$ cat src/rtl/race_compositor_pkg.sv
// Shared game constants, colour values and hit-FSM state encoding for the
// road-race compositor.
package race_compositor_pkg;

    localparam int H_ACTIVE        = 640;
    localparam int V_ACTIVE        = 480;
    localparam int LIVES_INIT      = 3;
    localparam int COOLDOWN_FRAMES = 60;
    localparam int BLINK_SHIFT     = 3;

    localparam logic [11:0] BLACK = 12'h000;

    typedef enum logic [1:0] {
        PLAY     = 2'd0,
        COOLDOWN = 2'd1,
        OVER     = 2'd2
    } game_state_t;

endpackage

$ cat src/rtl/race_compositor_hit_fsm.sv
// Collision bookkeeping: latches overlaps within a frame, scores at most one
// hit per frame, and runs the lives / cooldown / game-over state machine.
module hit_fsm
    import race_compositor_pkg::*;
(
    input  logic       clk,
    input  logic       reset,
    input  logic       overlap,
    input  logic       frame_end,
    output logic       hit_pulse,
    output logic [2:0] lives,
    output logic       invincible,
    output logic       game_over,
    output logic [1:0] state
);

    game_state_t state_r, state_s;
    logic        hit_seen_r, hit_seen_s;
    logic [7:0]  cool_cnt_r, cool_cnt_s;
    logic [2:0]  lives_r, lives_s;
    logic        hit_pulse_r, hit_pulse_s;
    logic        invincible_r;
    logic        game_over_r;
    logic        hit_now_s;

    // State register; status flags are registered from the next state so they track it exactly.
    always_ff @(posedge clk) begin
        if (reset) begin
            state_r      <= PLAY;
            hit_seen_r   <= 1'b0;
            cool_cnt_r   <= 8'd0;
            lives_r      <= 3'(LIVES_INIT);
            hit_pulse_r  <= 1'b0;
            invincible_r <= 1'b0;
            game_over_r  <= 1'b0;
        end else begin
            state_r      <= state_s;
            hit_seen_r   <= hit_seen_s;
            cool_cnt_r   <= cool_cnt_s;
            lives_r      <= lives_s;
            hit_pulse_r  <= hit_pulse_s;
            invincible_r <= (state_s == COOLDOWN);
            game_over_r  <= (state_s == OVER);
        end
    end

    // Next-state logic; an overlap on the frame-end pixel itself still counts for that frame.
    always_comb begin
        state_s     = state_r;
        hit_seen_s  = hit_seen_r;
        cool_cnt_s  = cool_cnt_r;
        lives_s     = lives_r;
        hit_pulse_s = 1'b0;
        hit_now_s   = hit_seen_r | overlap;

        case (state_r)
            PLAY: begin
                if (frame_end) begin
                    hit_seen_s = 1'b0;
                    if (hit_now_s) begin
                        hit_pulse_s = 1'b1;
                        if (lives_r <= 3'd1) begin
                            lives_s = 3'd0;
                            state_s = OVER;
                        end else begin
                            lives_s = lives_r - 3'd1;
                            if (COOLDOWN_FRAMES == 0) begin
                                state_s = PLAY;
                            end else begin
                                cool_cnt_s = 8'(COOLDOWN_FRAMES);
                                state_s    = COOLDOWN;
                            end
                        end
                    end else begin
                        state_s = PLAY;
                    end
                end else if (overlap) begin
                    hit_seen_s = 1'b1;
                end else begin
                    hit_seen_s = hit_seen_r;
                end
            end
            COOLDOWN: begin
                hit_seen_s = 1'b0;
                if (frame_end) begin
                    if (cool_cnt_r <= 8'd1) begin
                        cool_cnt_s = 8'd0;
                        state_s    = PLAY;
                    end else begin
                        cool_cnt_s = cool_cnt_r - 8'd1;
                    end
                end else begin
                    cool_cnt_s = cool_cnt_r;
                end
            end
            OVER: begin
                hit_seen_s = 1'b0;
                state_s    = OVER;
            end
            default: begin
                hit_seen_s = 1'b0;
                state_s    = PLAY;
            end
        endcase
    end

    assign hit_pulse  = hit_pulse_r;
    assign lives      = lives_r;
    assign invincible = invincible_r;
    assign game_over  = game_over_r;
    assign state      = state_r;

endmodule

$ cat src/rtl/race_compositor.sv
// Final-pixel compositor: aligns scan coordinates with the sprite/road pixels,
// selects the visible colour, and feeds overlap/frame-end events to hit_fsm.
module race_compositor
    import race_compositor_pkg::*;
(
    input  logic        clk,
    input  logic        reset,
    input  logic [9:0]  pix_row,
    input  logic [9:0]  pix_col,
    input  logic        video_on,
    input  logic [11:0] road_pixel,
    input  logic [11:0] player_pixel,
    input  logic        player_opaque,
    input  logic [11:0] obst_pixel,
    input  logic        obst_opaque,
    output logic [11:0] vga_rgb,
    output logic        hit_pulse,
    output logic [2:0]  lives,
    output logic        invincible,
    output logic        game_over
);

    logic [9:0]  row_a_r;
    logic [9:0]  col_a_r;
    logic        video_on_a_r;
    logic [7:0]  frame_cnt_r;
    logic [11:0] vga_rgb_r;
    logic [11:0] rgb_s;
    logic [1:0]  state_s;
    logic        frame_end_s;
    logic        overlap_s;
    logic        player_visible_s;

    // Align stage: delay coordinates one cycle to meet the sprite/road pixel data.
    always_ff @(posedge clk) begin
        if (reset) begin
            row_a_r      <= 10'd0;
            col_a_r      <= 10'd0;
            video_on_a_r <= 1'b0;
        end else begin
            row_a_r      <= pix_row;
            col_a_r      <= pix_col;
            video_on_a_r <= video_on;
        end
    end

    assign frame_end_s = video_on_a_r
                       && (row_a_r == 10'(V_ACTIVE - 1))
                       && (col_a_r == 10'(H_ACTIVE - 1));

    // Overlap uses raw opacity so a blinked-out player can still collide.
    assign overlap_s = video_on_a_r & player_opaque & obst_opaque;

    assign player_visible_s = !((state_s == 2'(COOLDOWN)) && frame_cnt_r[BLINK_SHIFT]);

    // Frame counter drives the blink phase.
    always_ff @(posedge clk) begin
        if (reset) begin
            frame_cnt_r <= 8'd0;
        end else if (frame_end_s) begin
            frame_cnt_r <= frame_cnt_r + 8'd1;
        end else begin
            frame_cnt_r <= frame_cnt_r;
        end
    end

    // Pixel priority select: blanking, player, obstacle, road.
    always_comb begin
        rgb_s = BLACK;
        if (!video_on_a_r) begin
            rgb_s = BLACK;
        end else if (player_opaque && player_visible_s) begin
            rgb_s = player_pixel;
        end else if (obst_opaque) begin
            rgb_s = obst_pixel;
        end else begin
            rgb_s = road_pixel;
        end
    end

    // Output stage register.
    always_ff @(posedge clk) begin
        if (reset) begin
            vga_rgb_r <= BLACK;
        end else begin
            vga_rgb_r <= rgb_s;
        end
    end

    hit_fsm u_hit_fsm (
        .clk        (clk),
        .reset      (reset),
        .overlap    (overlap_s),
        .frame_end  (frame_end_s),
        .hit_pulse  (hit_pulse),
        .lives      (lives),
        .invincible (invincible),
        .game_over  (game_over),
        .state      (state_s)
    );

    assign vga_rgb = vga_rgb_r;

endmodule

$ cat config.mk
export PLATFORM = sky130hd
export DESIGN_NAME = race_compositor
export DESIGN_NICKNAME = d
export VERILOG_FILES = /design/src/rtl/race_compositor_pkg.sv /design/src/rtl/race_compositor_hit_fsm.sv /design/src/rtl/race_compositor.sv
export SDC_FILE = /design/constraint.sdc
export NUM_CORES = 1
export LEC_CHECK = 0
export ABC_AREA = 1
export CAP_MARGIN = 15
export CELL_PAD_IN_SITES_DETAIL_PLACEMENT = 1
export CELL_PAD_IN_SITES_GLOBAL_PLACEMENT = 1
export CORE_ASPECT_RATIO = 1.1
export CORE_UTILIZATION = 32
export CTS_CLUSTER_DIAMETER = 40
export CTS_CLUSTER_SIZE = 28
export DETAILED_ROUTE_END_ITERATION = 16
export GPL_TIMING_DRIVEN = 0
export PLACE_DENSITY = 0.92
export SLEW_MARGIN = 30
export SYNTH_ARGS = -nofsm -noshare
export SYNTH_HDL_FRONTEND = slang
export SYNTH_SLANG_ARGS = --single-unit
$ cat constraint.sdc
create_clock -name clk -period 1.8 [get_ports clk]
set_clock_uncertainty 0.2 [all_clocks]
set_input_delay 0.27 -clock clk [delete_from_list [all_inputs] [get_ports clk]]
set_output_delay 0.27 -clock clk [all_outputs]
set_load 0.005 [all_outputs]
==> impl_metrics.tcl, run 1 <==
set metrics [dict create \
    gp_congestion 0.832 \
    finalCritPeriodShare_pct 95.1 \
    setup_slack_ns 0.0880 \
    violations "design-rule violations" \
    ioPinCount 79 \
    power_frac_seq_pct 56.9 \
    worst_ep_arrival_time_ns 1.24 \
    yosysWarnings 0 \
    fmax_mhz 584 \
    p_switching_uw 519 \
    cts.sinks 54 \
    synthToLayoutAreaGrowth_pct 42.2 \
    synth_area_sq_um 2410 \
    drt_pre_antenna_iters 10 \
    yosys.area_share.xor_xnor_pct 0 \
    slew_viol_final 0 \
    clock_latency_ns 0.31 \
    power_frac_comb_pct 12.2 \
    synthSimpleGateAreaFrac_pct 32.5 \
    numCtsBuffers 5 \
    postPlaceCellArea_sq_um 3300 \
    syn-num-nets 403 \
    yosys-top-cells-area "dfxtp_1 (45%), nand2_1 (12%), nor2_1 (8.6%)" \
    synth_top_family_by_area "simple AND/OR/NAND/NOR gates" \
    antenna_found_initial 0 \
    min_path_type "in -> reg" \
    grt_setup_unrepaired "no" \
    synthAdderAreaFrac_pct 2.07 \
    synthDistinctLibCells 27 \
    die_y_um 93.1 \
    cp.buffers_inverters 1 \
    routed_wl_um 6610 \
    cts_max_path_buffers 2 \
    cp_top_family "buffers and inverters" \
    drive_gt1_share_pct 9.41 \
    maxCapViolCount 0 \
    pre_cts_slack_ns -0.384 \
    fin_util_pct 47.9 \
    leakage_nw 1.59 \
    seq_area_frac_synth_pct 44.8 \
    yosysTopAreaCellShare_pct 44.8 \
    fin_total_pwr_mw 2.18 \
    fin_crit_ns 1.71 \
    synth.area.mux_share_pct 0 \
    powerDensity_nw_per_um2 636 \
    drt_iter0_markers 39 \
    dp_hpwl_um 5410 \
    stdcell_area_sq_um 3430 \
    wire_per_inst_um 13.0 \
    synth_compound_area_share_pct 10.5 \
    cp_cell_sequence "clkdlybuf4s50_1" \
    finalSetupViolCount 0 \
    cp_slowest_stage_delay_ns 0.52 \
    maxSlewHeadroom_pct 67.9 \
    crit_slowest_cell "clkdlybuf4s50_1" \
    ir_drop_mv 0.288 \
    htreeDepth 2 \
    vias 2446 \
    grt_max_degree 18 \
    diodes 0 \
    start_kind "flip-flop" \
    cts.root.buffer_cell "clkbuf_8" \
    worstSetupPathType "reg -> out" \
    port_buffers 78 \
    viasPerCell 4.80 \
    route.detailed.drc 1 \
    cts_tree "yes" \
    required_ns 1.33 \
    tns_ns 0 \
    status "complete, but fails checks" \
    clkPwrFrac_pct 30.8 \
    synth_cells 338 \
    internal_power_mw 1.66 \
    ys_seq_elements 54 \
    fp.dieW_um 84.8 \
    path_clk_slew_ns 0.10 \
    synth_top_cell_by_area "dfxtp_1" \
    dieArea_sq_um 7890 \
    avgSynthCellArea_sq_um 7.14 \
    core-area_sq_um 7170 \
    crit_path_end_kind "output port" \
    worstPathMaxFanout 4 \
    nets 489 \
    rows 32 \
    ant_nets 0 \
    tightest_slew_ns 0.482 \
    grt_pass1_wl_um 11200 \
    grt_overflow_total 0 \
    grtUsageTotal_pct 18.0 \
    switching_share_pct 23.8 \
    initial_core_util_pct 33.7 \
    final_hold_viol_count 0 \
    grt_pass1_vias 2566 \
]
power groups by stage:
stage,sequential [mW],clock [mW],combinational [mW]
2_1_floorplan,1.27,0,0.0876
3_3_place_gp,1.27,0,0.257
3_5_place_dp,1.27,0,0.268
4_1_cts,1.24,0.696,0.271
5_1_grt,1.25,0.750,0.296
6_report,1.24,0.674,0.267
worst paths after layout:
kind | startpoint | end | slack, ns | depth (start not counted)
setup reg to reg | row_a_r[4]$_SDFF_PP0_ | u_hit_fsm.invincible$_SDFF_PP0_ | 0.12 | 8
hold reg to reg | frame_cnt_r[1]$_SDFFE_PP0N_ | frame_cnt_r[1]$_SDFFE_PP0N_ | 0.30 | 2
hold / removal | obst_opaque | vga_rgb[8]$_SDFF_PP0_ | 0.15 | 3
setup / recovery | u_hit_fsm.lives[0]$_SDFFE_PP1P_ | lives[0] | 0.09 | 1
timing repair:
item,4_1_cts,5_1_grt
setup buffers,1,0
pin swaps,1,1
hold buffers,0,0
setup endpoints to repair,9,21
resized for setup,4,10
kinds of logic (layout without fill, tap and decap cells):
family | after synthesis | count (layout)
flip-flops | 54 | 54
adder cells (fa/ha/maj) | 4 | 4
AO/OA/AOI/OAI | 46 | 46
AND/OR/NAND/NOR | 170 | 170
buffers and inverters | 64 | 151
metal layers:
layer / part of all wire (%) / track usage, %
met5: 0 / 0
met3: 5.2 / 5.21
met4: 0.76 / 6.36
met1: 39 / 18.0
met2: 55 / 35.2
sequential cells by signal (all words and copies together), names as in the netlist:
signal,count
col_a_r,10
u_hit_fsm.hit_pulse,1
u_hit_fsm.game_over,1
u_hit_fsm.invincible,1
video_on_a_r,1
vga_rgb,12
u_hit_fsm.state,2
u_hit_fsm.lives,3
u_hit_fsm.cool_cnt_r,8
u_hit_fsm.hit_seen_r,1
frame_cnt_r,4
row_a_r,10
per-stage QoR:
stage | cells | hold slack, ns
floorplan | 338 | 0.177
global placement | 501 | 0.258
detailed placement | 501 | 0.282
CTS | 510 | 0.260
global route | 510 | 0.150
finish | 510 | 0.145
synth_stat cells:
library cell  count
nand4_4           1
nor2_1           55
nand3_1          15
nor2_2            4
or2_0             1
buf_4             1
a311oi_1          2
clkinv_1          2
o21ai_0           8
inv_1            49
nand2_2           2
clkbuf_1          5
nand2_4           3
buf_2             2
nor2_4            2
a21o_1            1
inv_2             5
nor3_1            4
a21oi_1           9
a31oi_1          10
nand3b_1          1
nand2_1          75
dfxtp_1          54
nand4_1           5
nor2_8            2
o21ai_1          16
ha_1              4
worst register-to-register path, cell delays in order (launching register included):
cell and delay, ns:
dfxtp_1 0.34, nand2_1 0.06, nor2_1 0.13, nand2_1 0.14, nor2_8 0.15, nand2_4 0.14, nor2_8 0.14, nand2_4 0.07
a21oi_1 0.21
cells in the final DEF, fill, tap and decap left out:
| master | synthesis | layout |
|---|---|---|
| a21o_1 | 1 | 1 |
| a21oi_1 | 9 | 8 |
| a21oi_2 | 0 | 1 |
| a311oi_1 | 2 | 2 |
| a31oi_1 | 10 | 10 |
| buf_2 | 2 | 2 |
| buf_4 | 1 | 2 |
| clkbuf_1 | 5 | 3 |
| clkbuf_2 | 0 | 2 |
| clkbuf_8 | 0 | 5 |
| clkdlybuf4s50_1 | 0 | 77 |
| clkinv_1 | 2 | 2 |
| clkinv_2 | 0 | 2 |
| dfxtp_1 | 54 | 52 |
| dfxtp_2 | 0 | 2 |
| dlymetal6s2s_1 | 0 | 1 |
| ha_1 | 4 | 3 |
| ha_4 | 0 | 1 |
| inv_1 | 49 | 47 |
| inv_2 | 5 | 7 |
| inv_6 | 0 | 1 |
| nand2_1 | 75 | 75 |
| nand2_2 | 2 | 2 |
| nand2_4 | 3 | 3 |
| nand3_1 | 15 | 15 |
| nand3b_1 | 1 | 1 |
| nand4_1 | 5 | 5 |
| nand4_4 | 1 | 1 |
| nor2_1 | 55 | 54 |
| nor2_2 | 4 | 3 |
| nor2_4 | 2 | 4 |
| nor2_8 | 2 | 2 |
| nor3_1 | 4 | 4 |
| o21ai_0 | 8 | 8 |
| o21ai_1 | 16 | 16 |
| or2_0 | 1 | 1 |
cell type report:
cell class | count | area (sq um)
clock inverter | 3 | 18.8
timing repair buffer | 79 | 791
inverter | 56 | 210
multi-input combinational | 220 | 1110
tap | 85 | 106
fill | 896 | 3730
sequential | 54 | 1080
clock buffer | 5 | 68.8
buffer | 8 | 38.8
(Power assumes the default switching activity.)
==> run 2: changes to the inputs <==
--- a/config.mk
+++ b/config.mk
@@ -12,7 +12,7 @@
 export CORE_ASPECT_RATIO = 1.1
 export CORE_UTILIZATION = 32
 export CTS_CLUSTER_DIAMETER = 40
-export CTS_CLUSTER_SIZE = 28
+export CTS_CLUSTER_SIZE = 25
 export DETAILED_ROUTE_END_ITERATION = 16
 export GPL_TIMING_DRIVEN = 0
 export PLACE_DENSITY = 0.92
==> results of run 2 <==
The final DEF is identical to that of run 1; final timing and power are the same.
==> run 3: changes to the inputs <==
--- a/config.mk
+++ b/config.mk
@@ -10,12 +10,13 @@
 export CELL_PAD_IN_SITES_DETAIL_PLACEMENT = 1
 export CELL_PAD_IN_SITES_GLOBAL_PLACEMENT = 1
 export CORE_ASPECT_RATIO = 1.1
-export CORE_UTILIZATION = 32
+export CORE_MARGIN = 2
+export CORE_UTILIZATION = 29
 export CTS_CLUSTER_DIAMETER = 40
 export CTS_CLUSTER_SIZE = 25
 export DETAILED_ROUTE_END_ITERATION = 16
 export GPL_TIMING_DRIVEN = 0
-export PLACE_DENSITY = 0.92
+export PLACE_DENSITY = 0.88
 export SLEW_MARGIN = 30
 export SYNTH_ARGS = -nofsm -noshare
 export SYNTH_HDL_FRONTEND = slang
==> constraint.sdc (replaced) <==
create_clock -name clk -period 1.4 [get_ports clk]
set_clock_uncertainty 0.2 [all_clocks]
set_input_delay 0.21 -clock clk [delete_from_list [all_inputs] [get_ports clk]]
set_output_delay 0.21 -clock clk [all_outputs]
set_load 0.005 [all_outputs]
==> impl_metrics.tcl, run 3 (same netlist as run 1, synthesis figures left out) <==
set metrics [dict create \
    status "complete, but fails checks" \
    violations "negative setup slack" \
    dieArea_sq_um 9070 \
    required_ns 1.45 \
    postCtsHoldBufs 0 \
    cts.sinks 54 \
    switching_share_pct 24.1 \
    drt_iter0_markers 125 \
    vias 2701 \
    synthToLayoutAreaGrowth_pct 61.8 \
    htreeDepth 2 \
    path_clk_slew_ns 0.11 \
    reg2reg_from "u_hit_fsm.cool_cnt_r[0]$_SDFFE_PP0P_" \
    regArea_sq_um 1110 \
    crit_slowest_cell "dfxtp_4" \
    maxCapViolCount 0 \
    port_buffers 78 \
    maxSlewHeadroom_pct 43.8 \
    route.detailed.drc 0 \
    powerDensity_nw_per_um2 805 \
    ff2ff_path_depth 11 \
    initial_core_util_pct 30.2 \
    drive_gt1_share_pct 26.2 \
    pre_cts_slack_ns -0.656 \
    holdCritStartpoint "pix_row[4]" \
    numCtsBuffers 5 \
    start_kind "flip-flop" \
    ir_drop_mv 0.482 \
    largest_register_ffs 12 \
    dp_hpwl_um 5540 \
    cp_slowest_stage_delay_ns 0.40 \
    cts.root.buffer_cell "clkbuf_8" \
    gp_congestion 0.809 \
    worst_ep_arrival_time_ns 1.73 \
    min_delay_worst_endpoint "row_a_r[4]$_SDFF_PP0_" \
    ioPinCount 79 \
    power_frac_comb_pct 12.2 \
    nFillCells 1002 \
    fin_total_pwr_mw 3.14 \
    grtUsageTotal_pct 18.7 \
    antenna_found_initial 0 \
    rows 34 \
    nets 511 \
    fin_crit_ns 1.69 \
    viasPerCell 4.87 \
    cts_tree "yes" \
    whs_path_depth 3 \
    clock_latency_ns 0.33 \
    multiInputGateArea_sq_um 1330 \
    r2r-end "u_hit_fsm.cool_cnt_r[1]$_SDFFE_PP0P_" \
    diodes 0 \
    grt_pass1_wl_um 13500 \
    die_y_um 99.7 \
    wire_per_inst_um 16.9 \
    grt_setup_unrepaired "yes" \
    grt_max_degree 18 \
    drt_pre_antenna_iters 4 \
    fp.dieW_um 91.0 \
    fmax_mhz 593 \
    final_common_cell "nand2_1" \
    leakage_nw 1.80 \
    finalSetupViolCount 21 \
    grt_pass1_vias 2868 \
    slew_viol_final 0 \
    final_hold_viol_count 0 \
    core-area_sq_um 8000 \
    cts_max_path_buffers 2 \
    p_switching_uw 757 \
    crit_path_end_kind "flip-flop" \
    ant_nets 0 \
    routed_wl_um 9360 \
    internal_power_mw 2.38 \
    min_path_type "in -> reg" \
    worstPathMaxFanout 6 \
    cp_cell_sequence "inv_4, ha_4, inv_2, nand2_2, nand2_2, nor2_4, nor2_2, nand2_1, nand3_1, nand2_1, nor2_1" \
    final_cell_mix "nand2_1 (67), clkdlybuf4s50_1 (58), nor2_1 (46), inv_1 (43), dfxtp_1 (37)" \
    finalCritPeriodShare_pct 120 \
    clkPwrFrac_pct 36.9 \
    power_frac_seq_pct 50.8 \
    r2r_setup_slack_ns -0.29 \
    worstSetupPathType "reg -> reg" \
    tightest_slew_ns 0.835 \
    grt_overflow_total 0 \
    setup_slack_ns -0.286 \
]
run 3: area by class of cell:
type	count	share of cell area [%]
clock buffer	6	2.11
buffer	8	1.35
multi-input combinational	221	34.0
sequential	54	28.5
timing repair buffer	100	23.8
tap	108	3.46
clock inverter	2	0.993
inverter	56	5.80
run 3: how the worst max path moves through the flow:
stage                                                    start                                    to  slack, ns
after floorplan           u_hit_fsm.cool_cnt_r[0]$_SDFFE_PP0P_  u_hit_fsm.cool_cnt_r[6]$_SDFFE_PP0P_      -0.07
after global placement                                   reset                 col_a_r[5]$_SDFF_PP0_      -0.67
after detailed placement                                 reset                 col_a_r[2]$_SDFF_PP0_      -0.66
after CTS                                row_a_r[5]$_SDFF_PP0_       u_hit_fsm.lives[0]$_SDFFE_PP1P_      -0.19
after global routing                     row_a_r[5]$_SDFF_PP0_       u_hit_fsm.lives[0]$_SDFFE_PP1P_      -0.37
final                     u_hit_fsm.cool_cnt_r[0]$_SDFFE_PP0P_  u_hit_fsm.cool_cnt_r[1]$_SDFFE_PP0P_      -0.29
run 3: metal layers:
metal / share of wire, % / GRT usage [%]
met5: 0 / 0
met4: 4.8 / 8.86
met3: 5.2 / 4.47
met2: 53 / 35.3
met1: 37 / 19.4
run 3: worst max-delay path, delay by kind of cell, from the launching register on:
| kind | cells | cell delay [ns] |
|---|---|---|
| buffers and inverters | 2 | 0.11 |
| adders and majority gates | 1 | 0.16 |
| and+or+nand+nor | 8 | 0.75 |
| DFF | 1 | 0.40 |
run 3: power groups by stage:
stage               registers (mW)  logic [mW]  clock network, mW
floorplan                     1.63       0.113                  0
global placement              1.63       0.333                  0
detailed placement            1.63       0.345                  0
CTS                           1.60       0.354               1.13
global route                  1.60       0.414               1.22
finish                        1.60       0.384               1.16
run 3: repair_timing:
item                                    4_1_cts  5_1_grt
resized for setup                            62       46
gates cloned                                  2        0
pin swaps                                     9       14
buffers inserted                             14        7
endpoints found under the setup margin       69       43
run 3: metrics by stage:
step	hold slack, ns	setup TNS, ns	cell area (sq um)	utilization, %	std cells
floorplan	0.117	-0.278	2460	-	338
CTS	0.201	-2.88	3710	46.4	548
finish	0.178	-4.27	3910	48.8	555
detailed placement	0.299	-26.43	3370	42.2	524
global route	0.193	-6.34	3910	48.8	555
global placement	0.264	-24.69	3370	42.2	524
